$ cat src/rtl/rob_retire.sv
// ----------------------------------------------------------------------------
// rob_retire
//   Retire (pop) side of the reorder buffer. Every cycle the SUPERSCALAR oldest
//   entries are inspected and the longest in-order prefix of completed entries
//   is retired, stopping just after the first retired mispredicted branch.
//   The dequeue request (pop/amount) goes back to the queue combinationally.
//   The commit writes to the RRF/free list are registered. Retiring a
//   mispredict starts the FLUSH -> WAIT -> RUN sequence, which drives a
//   one-cycle flush pulse and a held redirect PC.
//
// Handshake: pop/amount is a strobe, not a valid/ready pair. The queue must
//   dequeue exactly 'amount' entries in any cycle with pop=1. commit_stall
//   acts as the only back-pressure and holds retirement at zero for that
//   cycle.
//
// Ports
//   clk, rst          clock, synchronous active-low reset
//   occupancy         number of valid entries in the queue (0..2^DEPTH_BITS)
//   slot_*            per-slot status/data, slot 0 is the oldest entry;
//                     slot i occupies bits [i*W +: W] of each flat vector
//   commit_stall      RRF/free list busy, retire nothing this cycle
//   flush_done        flush complete, honoured only in WAIT
//   pop, amount       dequeue strobe and count (combinational)
//   commit_*          registered per-slot register commit
//   flush             one-cycle flush pulse
//   redirect_pc       fetch redirect target, valid with flush and held after
//   retired_count     running total of retired instructions (wraps)
//   o_dbg_state       current FSM state (0 RUN, 1 FLUSH, 2 WAIT)
// ----------------------------------------------------------------------------
module rob_retire #(
    parameter int SUPERSCALAR = 4,
    parameter int SS_BITS     = 2,
    parameter int DEPTH_BITS  = 4,
    parameter int ARCH_BITS   = 5,
    parameter int PHYS_BITS   = 6
) (
    input  logic                             clk,
    input  logic                             rst,
    input  logic [DEPTH_BITS:0]              occupancy,
    input  logic [SUPERSCALAR-1:0]           slot_ready,
    input  logic [SUPERSCALAR-1:0]           slot_mispredict,
    input  logic [SUPERSCALAR-1:0]           slot_has_rd,
    input  logic [SUPERSCALAR*ARCH_BITS-1:0] slot_rd_arch,
    input  logic [SUPERSCALAR*PHYS_BITS-1:0] slot_rd_phys,
    input  logic [SUPERSCALAR*32-1:0]        slot_target_pc,
    input  logic                             commit_stall,
    input  logic                             flush_done,
    output logic                             pop,
    output logic [SS_BITS:0]                 amount,
    output logic [SUPERSCALAR-1:0]           commit_valid,
    output logic [SUPERSCALAR*ARCH_BITS-1:0] commit_rd_arch,
    output logic [SUPERSCALAR*PHYS_BITS-1:0] commit_rd_phys,
    output logic                             flush,
    output logic [31:0]                      redirect_pc,
    output logic [31:0]                      retired_count,
    output logic [1:0]                       o_dbg_state
);

    typedef enum logic [1:0] {
        S_RUN   = 2'd0,
        S_FLUSH = 2'd1,
        S_WAIT  = 2'd2
    } state_t;

    state_t                           r_state;
    state_t                           w_state_next;

    logic [SUPERSCALAR-1:0]           r_commit_valid;
    logic [SUPERSCALAR*ARCH_BITS-1:0] r_commit_rd_arch;
    logic [SUPERSCALAR*PHYS_BITS-1:0] r_commit_rd_phys;
    logic [31:0]                      r_redirect_pc;
    logic [31:0]                      r_retired_count;

    logic [SUPERSCALAR-1:0]           w_in_queue;
    logic [SUPERSCALAR-1:0]           w_eligible;
    logic                             w_stop;
    logic                             w_retire_en;
    logic [SS_BITS:0]                 w_k;
    logic                             w_mp_hit;
    logic [31:0]                      w_mp_pc;
    logic [SUPERSCALAR-1:0]           w_commit_valid_nxt;
    logic [SUPERSCALAR*ARCH_BITS-1:0] w_rd_arch_nxt;
    logic [SUPERSCALAR*PHYS_BITS-1:0] w_rd_phys_nxt;

    // ------------------------------------------------------------------
    // Retire-count selection. Walk the slots oldest-first. Stop at the
    // first slot that is not eligible, or just after the first eligible
    // mispredict, because nothing younger than a wrong-path branch may
    // retire. Slots beyond occupancy are masked off before they can
    // influence anything.
    // ------------------------------------------------------------------
    always_comb begin
        w_in_queue = '0;
        w_eligible = '0;
        w_stop     = 1'b0;
        w_k        = '0;
        w_mp_hit   = 1'b0;
        w_mp_pc    = '0;

        for (int i = 0; i < SUPERSCALAR; i++) begin
            w_in_queue[i] = (int'(occupancy) > i);
            w_eligible[i] = w_in_queue[i] && slot_ready[i];
        end

        for (int i = 0; i < SUPERSCALAR; i++) begin
            if (!w_stop) begin
                if (w_eligible[i]) begin
                    w_k = (SS_BITS+1)'(i + 1);
                    if (slot_mispredict[i]) begin
                        w_mp_hit = 1'b1;
                        w_mp_pc  = slot_target_pc[i*32 +: 32];
                        w_stop   = 1'b1;
                    end
                end else begin
                    w_stop = 1'b1;
                end
            end
        end

        // Retirement only happens in RUN, out of reset, with the commit
        // path free. Otherwise the whole selection collapses to zero.
        w_retire_en = rst && (r_state == S_RUN) && !commit_stall;
        if (!w_retire_en) begin
            w_k      = '0;
            w_mp_hit = 1'b0;
        end

        // Destination fields of slots outside the queue are zeroed so
        // that stale slot data never reaches the commit outputs.
        w_commit_valid_nxt = '0;
        w_rd_arch_nxt      = '0;
        w_rd_phys_nxt      = '0;
        for (int i = 0; i < SUPERSCALAR; i++) begin
            w_commit_valid_nxt[i] = (int'(w_k) > i) && slot_has_rd[i];
            if (w_in_queue[i]) begin
                w_rd_arch_nxt[i*ARCH_BITS +: ARCH_BITS] = slot_rd_arch[i*ARCH_BITS +: ARCH_BITS];
                w_rd_phys_nxt[i*PHYS_BITS +: PHYS_BITS] = slot_rd_phys[i*PHYS_BITS +: PHYS_BITS];
            end
        end
    end

    // ------------------------------------------------------------------
    // FSM next state. flush_done only matters while waiting in WAIT.
    // ------------------------------------------------------------------
    always_comb begin
        w_state_next = r_state;
        case (r_state)
            S_RUN: begin
                if (w_mp_hit) begin
                    w_state_next = S_FLUSH;
                end
            end
            S_FLUSH: begin
                w_state_next = S_WAIT;
            end
            S_WAIT: begin
                if (flush_done) begin
                    w_state_next = S_RUN;
                end
            end
            default: begin
                w_state_next = S_RUN;
            end
        endcase
    end

    // ------------------------------------------------------------------
    // State and registered commit outputs.
    // ------------------------------------------------------------------
    always_ff @(posedge clk) begin
        if (!rst) begin
            r_state          <= S_RUN;
            r_commit_valid   <= '0;
            r_commit_rd_arch <= '0;
            r_commit_rd_phys <= '0;
            r_redirect_pc    <= '0;
            r_retired_count  <= '0;
        end else begin
            r_state          <= w_state_next;
            r_commit_valid   <= w_commit_valid_nxt;
            r_commit_rd_arch <= w_rd_arch_nxt;
            r_commit_rd_phys <= w_rd_phys_nxt;
            r_retired_count  <= r_retired_count + 32'(w_k);
            // The redirect target is captured with the mispredict and then
            // held through FLUSH and WAIT.
            if (w_mp_hit) begin
                r_redirect_pc <= w_mp_pc;
            end
        end
    end

    assign pop            = (w_k != '0);
    assign amount         = w_k;
    assign commit_valid   = r_commit_valid;
    assign commit_rd_arch = r_commit_rd_arch;
    assign commit_rd_phys = r_commit_rd_phys;
    assign flush          = (r_state == S_FLUSH);
    assign redirect_pc    = r_redirect_pc;
    assign retired_count  = r_retired_count;
    assign o_dbg_state    = r_state;

endmodule

$ cat config.mk
export PLATFORM = sky130hd
export DESIGN_NAME = rob_retire
export DESIGN_NICKNAME = d
export VERILOG_FILES = /design/src/rtl/rob_retire.sv
export SDC_FILE = /design/constraint.sdc
export NUM_CORES = 1
export LEC_CHECK = 0
export ABC_AREA = 1
export ABC_CLOCK_PERIOD_IN_PS = 4000
export BUFFER_PORTS_ARGS = -buffer_cell sky130_fd_sc_hd__buf_4
export CAP_MARGIN = 30
export CELL_PAD_IN_SITES_DETAIL_PLACEMENT = 2
export CELL_PAD_IN_SITES_GLOBAL_PLACEMENT = 2
export CORE_MARGIN = 2
export CORE_UTILIZATION = 21
export CTS_CLUSTER_SIZE = 16
export DETAILED_ROUTE_END_ITERATION = 16
export PLACE_DENSITY = 0.89
export SLEW_MARGIN = 30
export SYNTH_ARGS = -nofsm -noshare
export SYNTH_HDL_FRONTEND = slang
export SYNTH_SLANG_ARGS = --single-unit
$ cat constraint.sdc
create_clock -name clk -period 4 [get_ports clk]
set_clock_uncertainty 0.05 [all_clocks]
set_input_delay 1 -clock clk [delete_from_list [all_inputs] [get_ports clk]]
set_output_delay 1 -clock clk [all_outputs]
set_load 0.01 [all_outputs]
==> results of run 1 <==
-- kinds of logic after synthesis --
kind of cell               share of synthesized area
buffers and inverters                          0.116
DFF                                            0.409
xor gates and xnor gates                     0.00314
AOI/OAI and AO/OA                             0.0281
and+or+nand+nor                                0.433
adders and majority gates                     0.0103
-- placed cells by master (no fill, tap or decap), types with 3 or more instances in the layout --
cell type  count
nor3_1        13
nand2_1      238
nor2_1       157
clkinv_4       4
buf_4        327
nand3_1       79
nand4_1       44
dfxtp_1      114
clkbuf_16     17
o21ai_0        6
nor3b_1        4
ha_1           3
nor2_2         3
a21oi_1       18
nor4_1         3
clkinv_2       3
or2_2          3
inv_1        126
-- where the power goes --
group,switching (uW),total (uW),internal [uW]
clock network,592,1530,935
registers,18.0,1200,1180
logic,211,430,220
-- layout make-up --
type / instances / area (sq um) / share of cell area
sequential: 114 / 2280 / 0.257
timing repair buffer: 327 / 2450 / 0.277
tap: 335 / 419 / 0.0472
multi-input combinational: 591 / 2650 / 0.299
clock buffer: 20 / 447 / 0.0503
inverter: 129 / 484 / 0.0546
clock inverter: 12 / 134 / 0.0151
-- worst register-to-register path, cell delays in order (launching register included) --
cell	delay (ns)
dfxtp_1	0.37
nor4_4	0.42
nand3_1	0.15
inv_1	0.12
ha_1	0.21
fa_1	0.21
nand2_1	0.11
a21oi_2	0.22
nand2_1	0.10
nor2_1	0.14
nand2_1	0.16
nor2_2	0.22
nand3_1	0.13
nand2_1	0.10
inv_1	0.04
nor3_1	0.14
-- routing by layer --
| metal | vias up | wire length (um) | track usage |
|---|---|---|---|
| li1 | 3326 | - | - |
| met5 | - | 0 | 0 |
| met1 | 3346 | 10600 | 0.217 |
| met4 | 0 | 501 | 0.0603 |
| met3 | 30 | 1580 | 0.0513 |
| met2 | 200 | 15100 | 0.384 |
-- registers in the layout, indices dropped and copies added, names as in the netlist --
name / flops
o_dbg_state: 2
commit_rd_arch: 20
commit_valid: 4
commit_rd_phys: 24
retired_count: 32
redirect_pc: 32
-- worst max path at each step --
stage	from	to
2_1_floorplan	occupancy[4]	retired_count[26]
3_3_place_gp	occupancy[4]	retired_count[26]
3_5_place_dp	occupancy[4]	retired_count[15]
4_1_cts	occupancy[4]	pop
5_1_grt	occupancy[4]	retired_count[26]
6_report	occupancy[4]	pop
-- per-stage QoR --
stage / utilization / setup slack (ns) / TNS [ns] / total power [uW]
after floorplan: - / 0.584 / 0 / 1370
after global placement: 0.318 / 0.270 / 0 / 1640
after detailed placement: 0.318 / -0.0474 / -0.0622 / 1660
after CTS: 0.340 / 0.208 / 0 / 3210
after global routing: 0.341 / 0.0501 / 0 / 3300
final: 0.341 / 0.253 / 0 / 3150
-- timing repair --
item | 4_1_cts | 5_1_grt
setup endpoints to repair | 0 | 1
resized for setup | 0 | 1
hold buffers | 0 | 0
==> qor.csv, run 1 <==
metric,value,unit
worst setup path category,in2out,
GRT Total Usage,0.201,
setup repair after global routing missed its margin,no,
"Setup Fix Bufs, Post-CTS",0,
cell family with most CP delay,simple AND/OR/NAND/NOR gates,
syn avg cell area,6.39,sq um
Worst Max-Slew Pin Slew,0.818,ns
"Seq/Total Area, Yosys",0.409,
CTS H-Tree Depth,4,
cell with the most instances after synthesis,nand2_1,
std cell rows,59,
final cell count without fillers,1528,
post-placement cell area,0.00829,sq mm
DRT Wirelength,27800,um
Yosys warnings,0,
layout cells sized above 1,0.314,
crit-path most repeated cell,nand2_1,
CTS Sinks,114,
# IOs,312,
R2R depth,15,
Final #Nets,1377,
Placed Cells,1496,
die height,167,um
initial antenna violation count,0,
post-layout min period,3.75,ns
fill count,3114,
number of synthesized flops with an enable pin,0,
Max Root-Sink Buffers,2,
DR WL/cell,18.2,um
biggest area consumer among synthesized cells,dfxtp_1,
hold depth,2,
"Clk pin slew, worst setup/hold paths",0.06,ns
Yosys reg bits,114,
Num CTS Buffers,17,
FF-to-FF End,retired_count[26],
GRT Residual Overflow,0,
dpl hpwl,21900,um
core area,0.0261,sq mm
DR pass1 iterations,4,
syn_nets,1070,
Slew headroom,0.454,
RD Place Congestion,0.835,
drt via density,4.52,
Critical Path AT,2.70,ns
IO Port Bufs,311,
Final Slew Violations,0,
Die Width,167,um
design area,0.00887,sq mm
Tcrit/Tclk final,0.937,
CP Max Fanout,4,
DIE AREA,0.0279,sq mm
first-pass GRT wire length,43900,um
worst min path class,reg2reg,
max cap viols,0,
Worst R2R Setup Slack,1.05,ns
Leak,0.00452,uW
Final Hold Fails,0,
dominant cells by area after synthesis,"dfxtp_1 (41%), nand2_1 (16%), nor2_1 (11%)",
"slowest stage delay, CP",0.28,ns
share of the synthesized area in the top cell type,0.409,
Area Growth Syn to Fin,59.2,%
ys async rst share,0,
largest net degree at the start of global routing,53,
Max Fclk,267,MHz
CP Launch Type,input port,
number of DRC markers in iteration 0,242,
Post-Synthesis Cell Area,0.00558,sq mm
outcome,finished clean,
hold path start,retired_count[31],
Reg2Reg Launch Point,o_dbg_state[1],
count of different cell masters after synthesis,35,
Cells after Synth,873,
Setup crit end kind,output pin,
Commonest cells post-synth,"nand2_1 (238), nor2_1 (159), inv_1 (126)",
Critical Path RT,2.95,ns
drc violations,0,
"Top FF cell, synth",dfxtp_1,
Initial Util,0.214,
CP Buf/Inv Count,4,
vias in the first global route,7788,
WHS,0.444,ns
TritonCTS clock tree,yes,
WP depth,12,
WHS Endpoint,retired_count[31],
Worst-Skew Late Latency,0.42,ns
Peak VDD IR,202,uV
clk root buf,clkbuf_16,
final setup fails,0,
pwr/cell area,355,mW/mm^2
# diodes,0,
via count,6902,
ANT nets after route,0,
cells along the critical path,buf_4 -> nor2_1 -> nand2_1 -> nand4_1 -> clkinv_1 -> nand2_1 -> nand2_1 -> nor2_1 -> buf_4 -> nor2_1 -> nand2_1 -> buf_4,
"Slowest-stage cell, CP",nor2_1,
No activity file was read; power rests on OpenSTA's default activity.
==> run 2, diff against run 1 <==
- ABC_CLOCK_PERIOD_IN_PS: 4000 -> 4600
- CORE_UTILIZATION: 21 -> 23
- PLACE_DENSITY: 0.89 -> 0.95
- clock period: 4 -> 4.6 ns (I/O delays scaled with it)
==> qor.csv, run 2 (synthesis results as in run 1) <==
metric,value,unit,change
outcome,finished clean,,unchanged
Worst Max-Slew Pin Slew,0.695,ns,was 0.818 ns
Setup crit end kind,output pin,,unchanged
Slew headroom,0.535,,was 0.454
Critical Path AT,2.95,ns,was 2.70 ns
Tcrit/Tclk final,0.902,,
Final Slew Violations,0,,unchanged
cells along the critical path,buf_4 -> nor2_1 -> nand2_2 -> nand4_2 -> nor2_4 -> nand2_1 -> nand2_1 -> nor2_1 -> buf_4 -> nor2_1 -> nand2_1 -> buf_4,,was buf_4 -> nor2_1 -> nand2_1 -> nand4_1 -> clkinv_1 -> nand2_1 -> nand2_1 -> nor2_1 -> buf_4 -> nor2_1 -> nand2_1 -> buf_4
Critical Path RT,3.40,ns,was 2.95 ns
IO Port Bufs,311,,unchanged
post-placement cell area,0.00823,sq mm,was 0.00829 sq mm
most frequent cells in the layout,"buf_4 (322), nand2_1 (238), nor2_1 (157), inv_1 (126), dfxtp_1 (114)",,"was buf_4 (327), nand2_1 (238), nor2_1 (157), inv_1 (126), dfxtp_1 (114)"
Num CTS Buffers,17,,unchanged
CP endpoint,pop,,unchanged
core area,0.0236,sq mm,was 0.0261 sq mm
CP Buf/Inv Count,3,,was 4
Max Fclk,241,MHz,
setup repair after global routing missed its margin,no,,unchanged
Final Hold Fails,0,,unchanged
Worst-Skew Late Latency,0.41,ns,was 0.42 ns
GRT Total Usage,0.225,,was 0.201
DR pass1 iterations,4,,unchanged
"slowest stage delay, CP",0.34,ns,was 0.28 ns
# resized after CTS,0,,unchanged
initial antenna violation count,1,,was 0
Max Root-Sink Buffers,2,,unchanged
DIE AREA,0.0255,sq mm,was 0.0279 sq mm
worst min path class,reg2reg,,unchanged
CTS H-Tree Depth,4,,unchanged
drc violations,0,,unchanged
# hold bufs at CTS,0,,unchanged
Reg2Reg Launch Point,o_dbg_state[1],,unchanged
TritonCTS clock tree,yes,,unchanged
Worst R2R Setup Slack,1.29,ns,was 1.05 ns
sw frac,0.253,,was 0.260
Peak VDD IR,168,uV,was 202 uV
CTS Sinks,114,,unchanged
DRT Wirelength,28500,um,"was 27,800 um"
post-layout min period,4.15,ns,
max cap viols,0,,unchanged
pwr/cell area,321,mW/mm^2,was 355 mW/mm^2
worst setup path category,in2out,,unchanged
vias in the first global route,7973,,"was 7,788"
std cell rows,56,,was 59
die height,160,um,was 167 um
clock share of power,0.500,,was 0.484
Psw,718,uW,was 821 uW
"Setup Fix Bufs, Post-CTS",0,,unchanged
"Clk pin slew, worst setup/hold paths",0.06,ns,about the same
drt via density,4.64,,was 4.52
# IOs,312,,unchanged
CP Launch Type,input port,,unchanged
ANT nets after route,0,,unchanged
first-pass GRT wire length,44400,um,"was 43,900 um"
cell family with most CP delay,simple AND/OR/NAND/NOR gates,,unchanged
setup_tns,0,ns,unchanged
layout cells sized above 1,0.311,,was 0.314
final setup fails,0,,unchanged
R2R depth,16,,was 15
Comb pwr share,0.133,,was 0.136
RD Place Congestion,0.808,,was 0.835
Int Pwr,2120,uW,was 2330 uW
GRT Residual Overflow,0,,unchanged
Die Width,160,um,was 167 um
final cell count without fillers,1508,,"was 1,528"
CP Launch Point,occupancy[2],,was occupancy[4]
Initial Util,0.236,,was 0.214
Reg power frac,0.367,,was 0.379
"Slowest-stage cell, CP",nor2_1,,unchanged
DR WL/cell,18.9,um,was 18.2 um
CP Max Fanout,5,,was 4
Leak,0.00451,uW,was 0.00452 uW
via count,6998,,"was 6,902"
WP depth,12,,unchanged
largest net degree at the start of global routing,53,,unchanged
FF-to-FF End,retired_count[26],,unchanged
design area,0.00885,sq mm,was 0.00887 sq mm
Placed Cells,1475,,"was 1,496"
clk root buf,clkbuf_16,,unchanged
Final #Nets,1372,,"was 1,377"
Area Growth Syn to Fin,58.8,%,was 59.2%
"commonest non-fill, non-tap cell in the layout",buf_4,,unchanged
number of DRC markers in iteration 0,237,,was 242
dpl hpwl,22100,um,"was 21,900 um"
==> run 2: cell count changes in the layout (fill, tap and decap cells not counted) <==
cell / before / now
buf_4: 327 / 322
bufinv_16: 2 / 4
clkinv_4: 4 / 2
a21oi_1: 18 / 19
a21oi_2: 1 / 0
clkbuf_8: 1 / 0
clkinvlp_4: 2 / 3
diode_2: 0 / 1
==> run 2: power groups by stage <==
stage	sequential, uW	clock, uW	combinational (uW)
floorplan	1080	0	116
global placement	1060	0	364
global route	1040	1500	413
detailed placement	1060	0	381
CTS	1040	1460	385
finish	1040	1420	378
==> run 2: area by class of cell <==
cell class	count	area [sq um]
diodes	1	2.50
clock buffers	19	433
clock inverters	13	184
fillers	2834	14800
inverters	129	484
multi-input cells	591	2650
flip-flops and latches	114	2280
well taps	319	399
repair buffers	322	2420
==> run 2: worst min-delay path by stage <==
stage / start / to / slack (ns) / depth (start not counted)
after floorplan: retired_count[6] / retired_count[6] / 0.44 / 2
after global placement: retired_count[31] / retired_count[31] / 0.43 / 2
after detailed placement: retired_count[31] / retired_count[31] / 0.43 / 2
after CTS: retired_count[31] / retired_count[31] / 0.45 / 2
after global routing: retired_count[30] / retired_count[30] / 0.49 / 2
final: retired_count[31] / retired_count[31] / 0.44 / 2
==> run 2: stage by stage <==
step	hold slack (ns)	power, uW	setup slack (ns)	utilization
finish	0.444	2840	0.449	0.375
CTS	0.447	2880	0.426	0.375
global placement	0.426	1420	0.495	0.349
detailed placement	0.435	1440	0.289	0.349
global route	0.494	2960	0.221	0.375
floorplan	0.441	1190	0.968	-
==> run 2: worst min-delay path, cell delays in order (launching register included) <==
cell and delay, ns:
dfxtp_1 0.32, nand2_1 0.07, a21oi_1 0.06
==> run 2: routing by layer <==
layer | up-vias | track usage | wire (um) | share of wire
met5 | - | 0 | 0 | 0
met4 | 0 | 0.0731 | 639 | 0.022
met3 | 37 | 0.0605 | 1640 | 0.057
met2 | 218 | 0.442 | 15800 | 0.56
met1 | 3424 | 0.228 | 10400 | 0.37
li1 | 3319 | - | - | -
==> run 3, diff against run 2 <==
- ABC_AREA: 1 -> unset
- CORE_UTILIZATION: 23 -> 27
- GPL_ROUTABILITY_DRIVEN: unset -> 0
- GPL_TIMING_DRIVEN: unset -> 0
==> qor.csv, run 3 <==
metric,value,unit,change
outcome,finished clean,,unchanged
first-pass GRT wire length,44600,um,"was 44,400 um"
Leak,0.00404,uW,was 0.00451 uW
layout cells sized above 1,0.408,,was 0.311
count of different cell masters after synthesis,47,,was 35
setup repair after global routing missed its margin,yes,,was no
R2R depth,10,,was 16
DRT Wirelength,29900,um,"was 28,500 um"
Max Fclk,222,MHz,was 241 MHz
CP Max Fanout,10,,was 5
"Top FF cell, synth",dfxtp_1,,unchanged
syn avg cell area,8.66,sq um,was 6.39 sq um
Die Width,154,um,was 160 um
Yosys reg bits,114,,unchanged
highest metal used,met5,,was met4
die height,154,um,was 160 um
GRT Total Usage,0.244,,was 0.225
# IOs,312,,unchanged
TritonCTS clock tree,yes,,unchanged
Num CTS Buffers,17,,unchanged
Final Slew Violations,0,,unchanged
WHS Endpoint,retired_count[31],,unchanged
GRT Residual Overflow,0,,unchanged
CP Launch Type,input port,,unchanged
number of synthesized flops with an enable pin,0,,unchanged
design area,0.00941,sq mm,was 0.00885 sq mm
dpl hpwl,22600,um,"was 22,100 um"
DR WL met3,1810,um,was 1640 um
Worst-Skew Late Latency,0.41,ns,about the same
wire length on met2,15600,um,"was 15,800 um"
Area Growth Syn to Fin,54.3,%,was 58.8%
vias in the first global route,7577,,"was 7,973"
number of DRC markers in iteration 0,293,,was 237
Initial Util,0.278,,was 0.236
Yosys warnings,0,,unchanged
worst min path class,reg2reg,,unchanged
Post-Synthesis Cell Area,0.00610,sq mm,was 0.00558 sq mm
ANT nets after route,0,,unchanged
drt via density,5.37,,was 4.64
drc violations,0,,unchanged
worst setup path category,in2out,,unchanged
pwr/cell area,315,mW/mm^2,was 321 mW/mm^2
IO Port Bufs,304,,was 311
most frequent cells in the layout,"buf_4 (308), nand2_1 (144), dfxtp_1 (114), o31ai_1 (70), clkbuf_1 (47)",,"was buf_4 (322), nand2_1 (238), nor2_1 (157), inv_1 (126), dfxtp_1 (114)"
CTS Sinks,114,,unchanged
DIE AREA,0.0238,sq mm,was 0.0255 sq mm
Peak VDD IR,224,uV,was 168 uV
Placed Cells,1288,,"was 1,475"
ys async rst share,0,,unchanged
"Clk pin slew, worst setup/hold paths",0.06,ns,about the same
"Setup Fix Bufs, Post-CTS",0,,unchanged
FF-to-FF End,retired_count[14],,was retired_count[26]
DR WL/cell,22.7,um,was 18.9 um
post-layout min period,4.51,ns,was 4.15 ns
Max Root-Sink Buffers,2,,unchanged
Critical Path AT,3.31,ns,was 2.95 ns
syn_nets,901,,"was 1,070"
Final #Nets,1223,,"was 1,372"
Reg2Reg Launch Point,o_dbg_state[0],,was o_dbg_state[1]
Worst R2R Setup Slack,0.65,ns,was 1.29 ns
Met1 Routed Length,11600,um,"was 10,400 um"
clk root buf,clkbuf_16,,unchanged
dominant cells by area after synthesis,"dfxtp_1 (37%), nand2_1 (8.9%), o31ai_1 (8.6%)",,"was dfxtp_1 (41%), nand2_1 (16%), nor2_1 (11%)"
Cells after Synth,704,,was 873
Slew headroom,0.445,,was 0.535
core area,0.0220,sq mm,was 0.0236 sq mm
"Seq/Total Area, Yosys",0.374,,was 0.409
final cell count without fillers,1319,,"was 1,508"
max cap viols,0,,unchanged
hold path start,retired_count[31],,unchanged
largest net degree at the start of global routing,17,,was 53
post-placement cell area,0.00874,sq mm,was 0.00823 sq mm
initial antenna violation count,1,,unchanged
WHS,0.435,ns,was 0.444 ns
"commonest non-fill, non-tap cell in the layout",buf_4,,unchanged
Final Hold Fails,0,,unchanged
Tcrit/Tclk final,0.981,,was 0.902
biggest area consumer among synthesized cells,dfxtp_1,,unchanged
Critical Path RT,3.40,ns,about the same
# diodes,0,,was 1
Setup crit end kind,output pin,,unchanged
share of the synthesized area in the top cell type,0.374,,was 0.409
Worst Max-Slew Pin Slew,0.833,ns,was 0.695 ns
CTS H-Tree Depth,4,,unchanged
Commonest cells post-synth,"nand2_1 (144), dfxtp_1 (114), o31ai_1 (70)",,"was nand2_1 (238), nor2_1 (159), inv_1 (126)"
hold depth,2,,unchanged
std cell rows,54,,was 56
final setup fails,0,,unchanged
via count,7088,,"was 6,998"
cell with the most instances after synthesis,nand2_1,,unchanged
DR pass1 iterations,4,,unchanged
-- run 3: cell families (layout without fill, tap and decap cells) --
kind of cell,count (synthesis),in the layout,synth area share
DFF,114,114,0.374
and+or+nand+nor,283,283,0.233
xor gates and xnor gates,7,7,0.0101
AOI/OAI and AO/OA,210,210,0.302
adders and majority gates,4,4,0.00944
buffers and inverters,80,415,0.0616
muxes,6,6,0.00985
-- run 3: worst max path at each step --
stage,from,endpoint,depth (start not counted)
global placement,occupancy[3],retired_count[31],11
finish,rst,amount[2],7
CTS,rst,amount[2],7
floorplan,commit_stall,retired_count[16],10
detailed placement,slot_mispredict[2],retired_count[27],12
global route,rst,amount[2],7
-- run 3: area by class of cell --
class / count / area, sq um
plain buffers: 74 / 359
clock buffers: 19 / 453
clock inverters: 13 / 181
fillers: 2457 / 12600
inverters: 5 / 18.8
multi-input cells: 510 / 3480
flip-flops and latches: 114 / 2280
well taps: 280 / 350
repair buffers: 304 / 2280
-- run 3: critical path, stage by stage --
cell	delay [ns]
buf_4	0.15
or4b_4	0.52
a211oi_2	0.33
buf_2	0.30
nand2_1	0.11
nor4_2	0.52
buf_4	0.22
-- run 3: power by group --
group / total (uW) / internal, uW / switching, uW
Sequential: 1040 / 1020 / 18.8
Combinational: 484 / 235 / 249
Clock: 1440 / 933 / 507
Total: 2970 / 2190 / 775
-- run 3: what timing repair did --
| action | 4_1_cts | 5_1_grt |
|---|---|---|
| gates resized for setup | 3 | 9 |
| pin swaps | 0 | 0 |
| hold endpoints to repair | 0 | 0 |
| endpoints found under the setup margin | 20 | 20 |
| hold buffers | 0 | 0 |
-- run 3: per-layer routing --
layer,vias to the layer above,global-route usage
met5,-,0
met4,2,0.0794
met3,51,0.0546
met2,256,0.454
met1,3519,0.276
li1,3260,-
-- run 3: through the flow --
stage / util / power [uW] / setup slack [ns] / TNS (ns)
5_1_grt: 0.428 / 3090 / -0.00353 / -0.00353
4_1_cts: 0.427 / 3000 / -0.0595 / -0.196
2_1_floorplan: - / 1280 / 0.279 / 0
6_report: 0.428 / 2970 / 0.0888 / 0
3_5_place_dp: 0.398 / 1540 / -0.628 / -10.13
3_3_place_gp: 0.397 / 1530 / -0.816 / -16.34
